`src/rtl/cpx_dest_arb.sv`:
```
// Per-destination CPX return-path arbiter: counts queued packets per source,
// grants one source per cycle round-robin, and keeps atomic pairs back-to-back.
module cpx_dest_arb #(
  parameter int NSRC   = 6,
  parameter int QDEPTH = 2,
  parameter int CW     = 2
) (
  input  logic            rclk,
  input  logic            arst_l,
  input  logic [NSRC-1:0] src_req_pq,
  input  logic [NSRC-1:0] src_atom_pq,
  input  logic            dest_stall,
  output logic [NSRC-1:0] arb_grant_cx,
  output logic            arb_data_rdy_cx,
  output logic            arb_atom_cx,
  output logic [NSRC-1:0] arb_qfull_pq,
  output logic            arb_ovfl_err
);

  localparam int PW = (NSRC > 1) ? $clog2(NSRC) : 1;

  typedef enum logic {ST_ARB, ST_LOCK} state_t;

  state_t              r_state,    w_state_nxt;
  logic [PW-1:0]       r_rr_ptr,   w_rr_nxt;
  logic [PW-1:0]       r_lock_src, w_lock_nxt;
  logic [CW-1:0]       r_cnt     [NSRC];
  logic [CW-1:0]       w_cnt_nxt [NSRC];
  logic [QDEPTH-1:0]   r_tag     [NSRC];
  logic [QDEPTH-1:0]   w_tag_nxt [NSRC];
  logic [NSRC-1:0]     w_grant;
  logic                w_atom;
  logic                w_found;
  logic                w_lock_err;
  logic                w_ovfl;
  int                  w_idx;

  always_comb begin
    for (int i = 0; i < NSRC; i++) arb_qfull_pq[i] = (r_cnt[i] == CW'(QDEPTH));
  end

  // NOTE: every always_comb output gets a default first so no path infers a latch.
  always_comb begin
    w_grant     = '0;
    w_atom      = 1'b0;
    w_found     = 1'b0;
    w_lock_err  = 1'b0;
    w_state_nxt = r_state;
    w_rr_nxt    = r_rr_ptr;
    w_lock_nxt  = r_lock_src;
    w_idx       = 0;
    case (r_state)
      ST_ARB: begin
        if (!dest_stall) begin
          for (int k = 0; k < NSRC; k++) begin
            w_idx = (int'(r_rr_ptr) + k) % NSRC;
            if (!w_found && r_cnt[w_idx] != '0) begin
              w_found        = 1'b1;
              w_grant[w_idx] = 1'b1;
              w_rr_nxt       = PW'((w_idx + 1) % NSRC);
              if (r_tag[w_idx][0]) begin
                w_atom      = 1'b1;
                w_state_nxt = ST_LOCK;
                w_lock_nxt  = PW'(w_idx);
              end
            end
          end
        end
      end
      ST_LOCK: begin
        // An empty lock source means the pair was corrupted; flag it and unlock.
        if (r_cnt[r_lock_src] == '0) begin
          w_lock_err  = 1'b1;
          w_state_nxt = ST_ARB;
        end else if (!dest_stall) begin
          w_grant[r_lock_src] = 1'b1;
          w_state_nxt         = ST_ARB;
        end
      end
      default: w_state_nxt = ST_ARB;
    endcase
  end

  // Counter and tag update: pop the granted head, then append new tags behind it.
  always_comb begin
    logic [CW+1:0]     base;
    logic [CW+1:0]     sum;
    logic [1:0]        add;
    logic [QDEPTH-1:0] t;
    w_ovfl = 1'b0;
    base   = '0;
    sum    = '0;
    add    = '0;
    t      = '0;
    for (int i = 0; i < NSRC; i++) begin
      add  = src_req_pq[i] ? (src_atom_pq[i] ? 2'd2 : 2'd1) : 2'd0;
      base = {2'b00, r_cnt[i]} - {{(CW+1){1'b0}}, w_grant[i]};
      sum  = base + {{CW{1'b0}}, add};
      if (sum > (CW+2)'(QDEPTH)) begin
        w_ovfl = 1'b1;
        add    = 2'd0;
      end
      t = w_grant[i] ? (r_tag[i] >> 1) : r_tag[i];
      if (add == 2'd1 && base < (CW+2)'(QDEPTH)) t[base] = 1'b0;
      if (add == 2'd2 && base + 1 < (CW+2)'(QDEPTH)) begin
        t[base]   = 1'b1;
        t[base+1] = 1'b0;
      end
      w_tag_nxt[i] = t;
      w_cnt_nxt[i] = CW'(base + {{CW{1'b0}}, add});
    end
  end

  // NOTE: sequential state uses non-blocking assignments so all flops update together.
  always_ff @(posedge rclk or negedge arst_l) begin
    if (!arst_l) begin
      r_state         <= ST_ARB;
      r_rr_ptr        <= '0;
      r_lock_src      <= '0;
      arb_grant_cx    <= '0;
      arb_data_rdy_cx <= 1'b0;
      arb_atom_cx     <= 1'b0;
      arb_ovfl_err    <= 1'b0;
      // NOTE: the tag store is a few flops, so it is reset along with the counters.
      for (int i = 0; i < NSRC; i++) begin
        r_cnt[i] <= '0;
        r_tag[i] <= '0;
      end
    end else begin
      r_state         <= w_state_nxt;
      r_rr_ptr        <= w_rr_nxt;
      r_lock_src      <= w_lock_nxt;
      arb_grant_cx    <= w_grant;
      arb_data_rdy_cx <= |w_grant;
      arb_atom_cx     <= w_atom;
      arb_ovfl_err    <= arb_ovfl_err | w_ovfl | w_lock_err;
      for (int i = 0; i < NSRC; i++) begin
        r_cnt[i] <= w_cnt_nxt[i];
        r_tag[i] <= w_tag_nxt[i];
      end
    end
  end

endmodule
```
`config.mk`:
```
export PLATFORM = sky130hd
export DESIGN_NAME = cpx_dest_arb
export DESIGN_NICKNAME = d
export VERILOG_FILES = /design/src/rtl/cpx_dest_arb.sv
export SDC_FILE = /design/constraint.sdc
export NUM_CORES = 1
export LEC_CHECK = 0
export ABC_AREA = 0
export ABC_CLOCK_PERIOD_IN_PS = 17200
export CORE_MARGIN = 2
export CORE_UTILIZATION = 55
export DETAILED_ROUTE_END_ITERATION = 8
export PLACE_DENSITY = 0.74
export SLEW_MARGIN = 20
export SYNTH_ARGS = -nofsm -noshare
export SYNTH_HDL_FRONTEND = slang
export SYNTH_SLANG_ARGS = --single-unit
```
`constraint.sdc`:
```
create_clock -name rclk -period 17.2 [get_ports rclk]
set_input_delay 3.44 -clock rclk [delete_from_list [all_inputs] [get_ports rclk]]
set_output_delay 3.44 -clock rclk [all_outputs]
set_load 0.03 [all_outputs]
```
==> flow_metrics.env <==
export IMPL_status="complete, no violations"
export IMPL_slowest_stage="dfrtp_1"
export IMPL_ios=30
export IMPL_grt_max_degree=41
export IMPL_fin_crit_sh_pct=55.8
export IMPL_cts_tree="built"
export IMPL_routed_wl_um=19000
export IMPL_endpoint_kind="register"
export IMPL_fin_tns_setup_ns=0
export IMPL_most_common_layout_cells="nor2_1, nand2_1, o21ai_0, ha_1, inv_1"
export IMPL_nets=918
export IMPL_worstMarginPinSlew_ns=0.960
export IMPL_die_area_um2=12500
export IMPL_grt_pass1_wl_um=31100
export IMPL_syn_num_nets=904
export IMPL_first_pass_iters=6
export IMPL_async_reset_ff_share_pct=100
export IMPL_die_w_um=112
export IMPL_cts_resized=0
export IMPL_hp_start="r_tag[5]$_DFF_PN0_"
export IMPL_numPortBuffers=29
export IMPL_hold_viol=0
export IMPL_vias=6646
export IMPL_die_h_um=112
export IMPL_worstPathRequired_ns=17.40
export IMPL_cts_root_buffer="clkbuf_16"
export IMPL_grt_pass1_vias=6221
export IMPL_regToRegEndpoint="r_rr_ptr[2]$_DFFE_PN0P_"
export IMPL_cpMostUsedCell="ha_1"
export IMPL_cts_buffers=5
export IMPL_fill_cells=1032
export IMPL_syn_inst=827
export IMPL_yosys_register_bits=40
export IMPL_antenna_found_initial=0
export IMPL_rsz0062_at_grt="false"
export IMPL_grt_overflow_total=0
export IMPL_htreeDepth=2
export IMPL_drcViolationCount=0
export IMPL_first_iter_violations=605
export IMPL_final_min_clock_period_ns=9.60
export IMPL_synth_area_per_cell_um2=7.71
export IMPL_mostFrequentLayoutCell="nor2_1"
export IMPL_clock_sinks=40
export IMPL_reg2reg_slack_ns=7.60
export IMPL_row_count=39
export IMPL_cp_data_arrival_time_ns=9.79
export IMPL_clk_pin_slew_worst_paths_ns=0.06
export IMPL_coreArea_um2=11400
export IMPL_cts_setup_buffers=0
export IMPL_slew_headroom_pct=36.0
export IMPL_worstSetupPathType="reg -> reg"
export IMPL_drt_vias_per_instance=6.75
export IMPL_cap_viol_max_count=0
export IMPL_finClkSkew_ns=0.00533
export IMPL_gr_usage_all_layers_pct=30.3
export IMPL_drtAntennaViolNets=0
export IMPL_synth_cell_types=103
export IMPL_hold_depth=2
export IMPL_synth_edf_count=0
export IMPL_final_max_slew_violation_count=0
export IMPL_synth_ff_type="dfrtp_1"
export IMPL_reg2reg_depth=30
export IMPL_setup_viol_count_final=0
export IMPL_crit_fanout=20
export IMPL_start_kind="register"
export IMPL_r2r_start="r_rr_ptr[2]$_DFFE_PN0P_"
export IMPL_initial_utilization_pct=56.1
export IMPL_fmax_mhz=104
export IMPL_gp_congestion=1.00
export IMPL_min_to="r_tag[5]$_DFF_PN0_"
export IMPL_critPathMaxStageDelay_ns=0.97
export IMPL_layout_drive_gt1_share_pct=8.91
export IMPL_clock_latency_ns=0.28
export IMPL_clock_path_buffers=2
export IMPL_area_growth_pct=7.87
export IMPL_insertedDiodeCount=0
export IMPL_hold_path_class="reg -> reg"
export IMPL_netlist_area_um2=6380
export IMPL_dp_hpwl_um=15000
export IMPL_wl_per_cell_um=19.3
export IMPL_holdBufCountCts=0
export IMPL_synth_warnings=0
export IMPL_synth_seq_area_share_pct=15.7
==> critical path: cells and delay by family, from the launching register on <==
kind,cells,cell delay [ns]
AOI/OAI and AO/OA,11,3.31
and+or+nand+nor,11,2.37
adders and majority gates,5,1.92
DFF,1,0.97
muxes,2,0.71
buffers and inverters,1,0.20
==> state kept, by name (all words and copies together), names as in the netlist <==
| name | cells |
|---|---|
| r_cnt | 12 |
| r_tag | 12 |
| arb_grant_cx | 6 |
| r_lock_src | 3 |
| r_rr_ptr | 3 |
| arb_atom_cx | 1 |
| arb_data_rdy_cx | 1 |
| arb_ovfl_err | 1 |
| r_state | 1 |
==> through the flow <==
step / cells / util [%] / instance area [um2] / worst slack [ns] / hold slack, ns
after floorplan: 827 / - / 6380 / 9.59 / 0.491
after global placement: 977 / 59.2 / 6740 / 8.31 / 0.508
after detailed placement: 977 / 59.2 / 6740 / 7.80 / 0.511
after CTS: 985 / 60.5 / 6880 / 7.73 / 0.517
after global routing: 985 / 60.5 / 6880 / 6.93 / 0.545
final: 985 / 60.5 / 6880 / 7.60 / 0.514
==> synthesized netlist by cell type (6+ instances only) <==
| library cell | count | area share (%) |
|---|---|---|
| buf_2 | 9 | 0.71 |
| nor2_1 | 88 | 5.2 |
| xor2_1 | 11 | 1.5 |
| mux2_2 | 9 | 1.6 |
| mux2i_1 | 17 | 2.7 |
| a21o_1 | 11 | 1.3 |
| dfrtp_1 | 40 | 16 |
| xnor2_1 | 11 | 1.5 |
| a31oi_1 | 12 | 1.2 |
| nor2b_1 | 12 | 1.2 |
| inv_1 | 51 | 3.0 |
| or3_1 | 10 | 0.98 |
| a21oi_1 | 50 | 3.9 |
| o21ai_0 | 58 | 4.6 |
| o22ai_1 | 9 | 0.88 |
| and3_1 | 10 | 0.98 |
| nand3_1 | 27 | 2.1 |
| nand2_1 | 76 | 4.5 |
| clkbuf_1 | 12 | 0.71 |
| and2_1 | 12 | 1.2 |
| o211ai_1 | 13 | 1.5 |
| ha_1 | 56 | 11 |
| a32oi_1 | 8 | 1.1 |
| fa_1 | 6 | 1.9 |
| a211oi_1 | 7 | 0.82 |
| o22a_1 | 6 | 0.82 |
| nor3_1 | 39 | 3.1 |
==> area by class of cell <==
class | instances | area, um2 | area share [%]
clock inverters | 2 | 12.5 | 0.182
flip-flops and latches | 40 | 1000 | 14.6
repair buffers | 34 | 323 | 4.69
inverters | 56 | 218 | 3.17
clock buffers | 6 | 129 | 1.87
multi-input cells | 704 | 5010 | 72.9
well taps | 143 | 179 | 2.60
==> cells by family after synthesis <==
family / share of synthesized area [%]
and+or+nand+nor: 24.9
AOI/OAI and AO/OA: 30.3
buffers and inverters: 5.65
adders and majority gates: 12.9
DFF: 15.7
muxes: 6.48
xor gates and xnor gates: 4.14
==> worst max-delay path by stage <==
stage                            startpoint                      end  slack [ns]
CTS                 r_rr_ptr[2]$_DFFE_PN0P_  r_rr_ptr[2]$_DFFE_PN0P_        7.73
floorplan           r_rr_ptr[0]$_DFFE_PN0P_  r_rr_ptr[2]$_DFFE_PN0P_        9.59
detailed placement  r_rr_ptr[2]$_DFFE_PN0P_  r_rr_ptr[2]$_DFFE_PN0P_        7.80
global route        r_rr_ptr[2]$_DFFE_PN0P_  r_rr_ptr[2]$_DFFE_PN0P_        6.93
global placement    r_rr_ptr[2]$_DFFE_PN0P_  r_rr_ptr[2]$_DFFE_PN0P_        8.31
finish              r_rr_ptr[2]$_DFFE_PN0P_  r_rr_ptr[2]$_DFFE_PN0P_        7.60
==> metal layers <==
layer / vias to the layer above / global-route usage (%) / part of all wire, %
met4: 0 / 12.8 / 4.1
met5: - / 0 / 0
met3: 61 / 3.81 / 6.7
met1: 3123 / 40.2 / 42
li1: 3141 / - / -
met2: 321 / 49.9 / 47
Power is left out: the tool's default activity adds up to more than one toggle a clock period on the data nets, which glitch-free logic cannot reach.
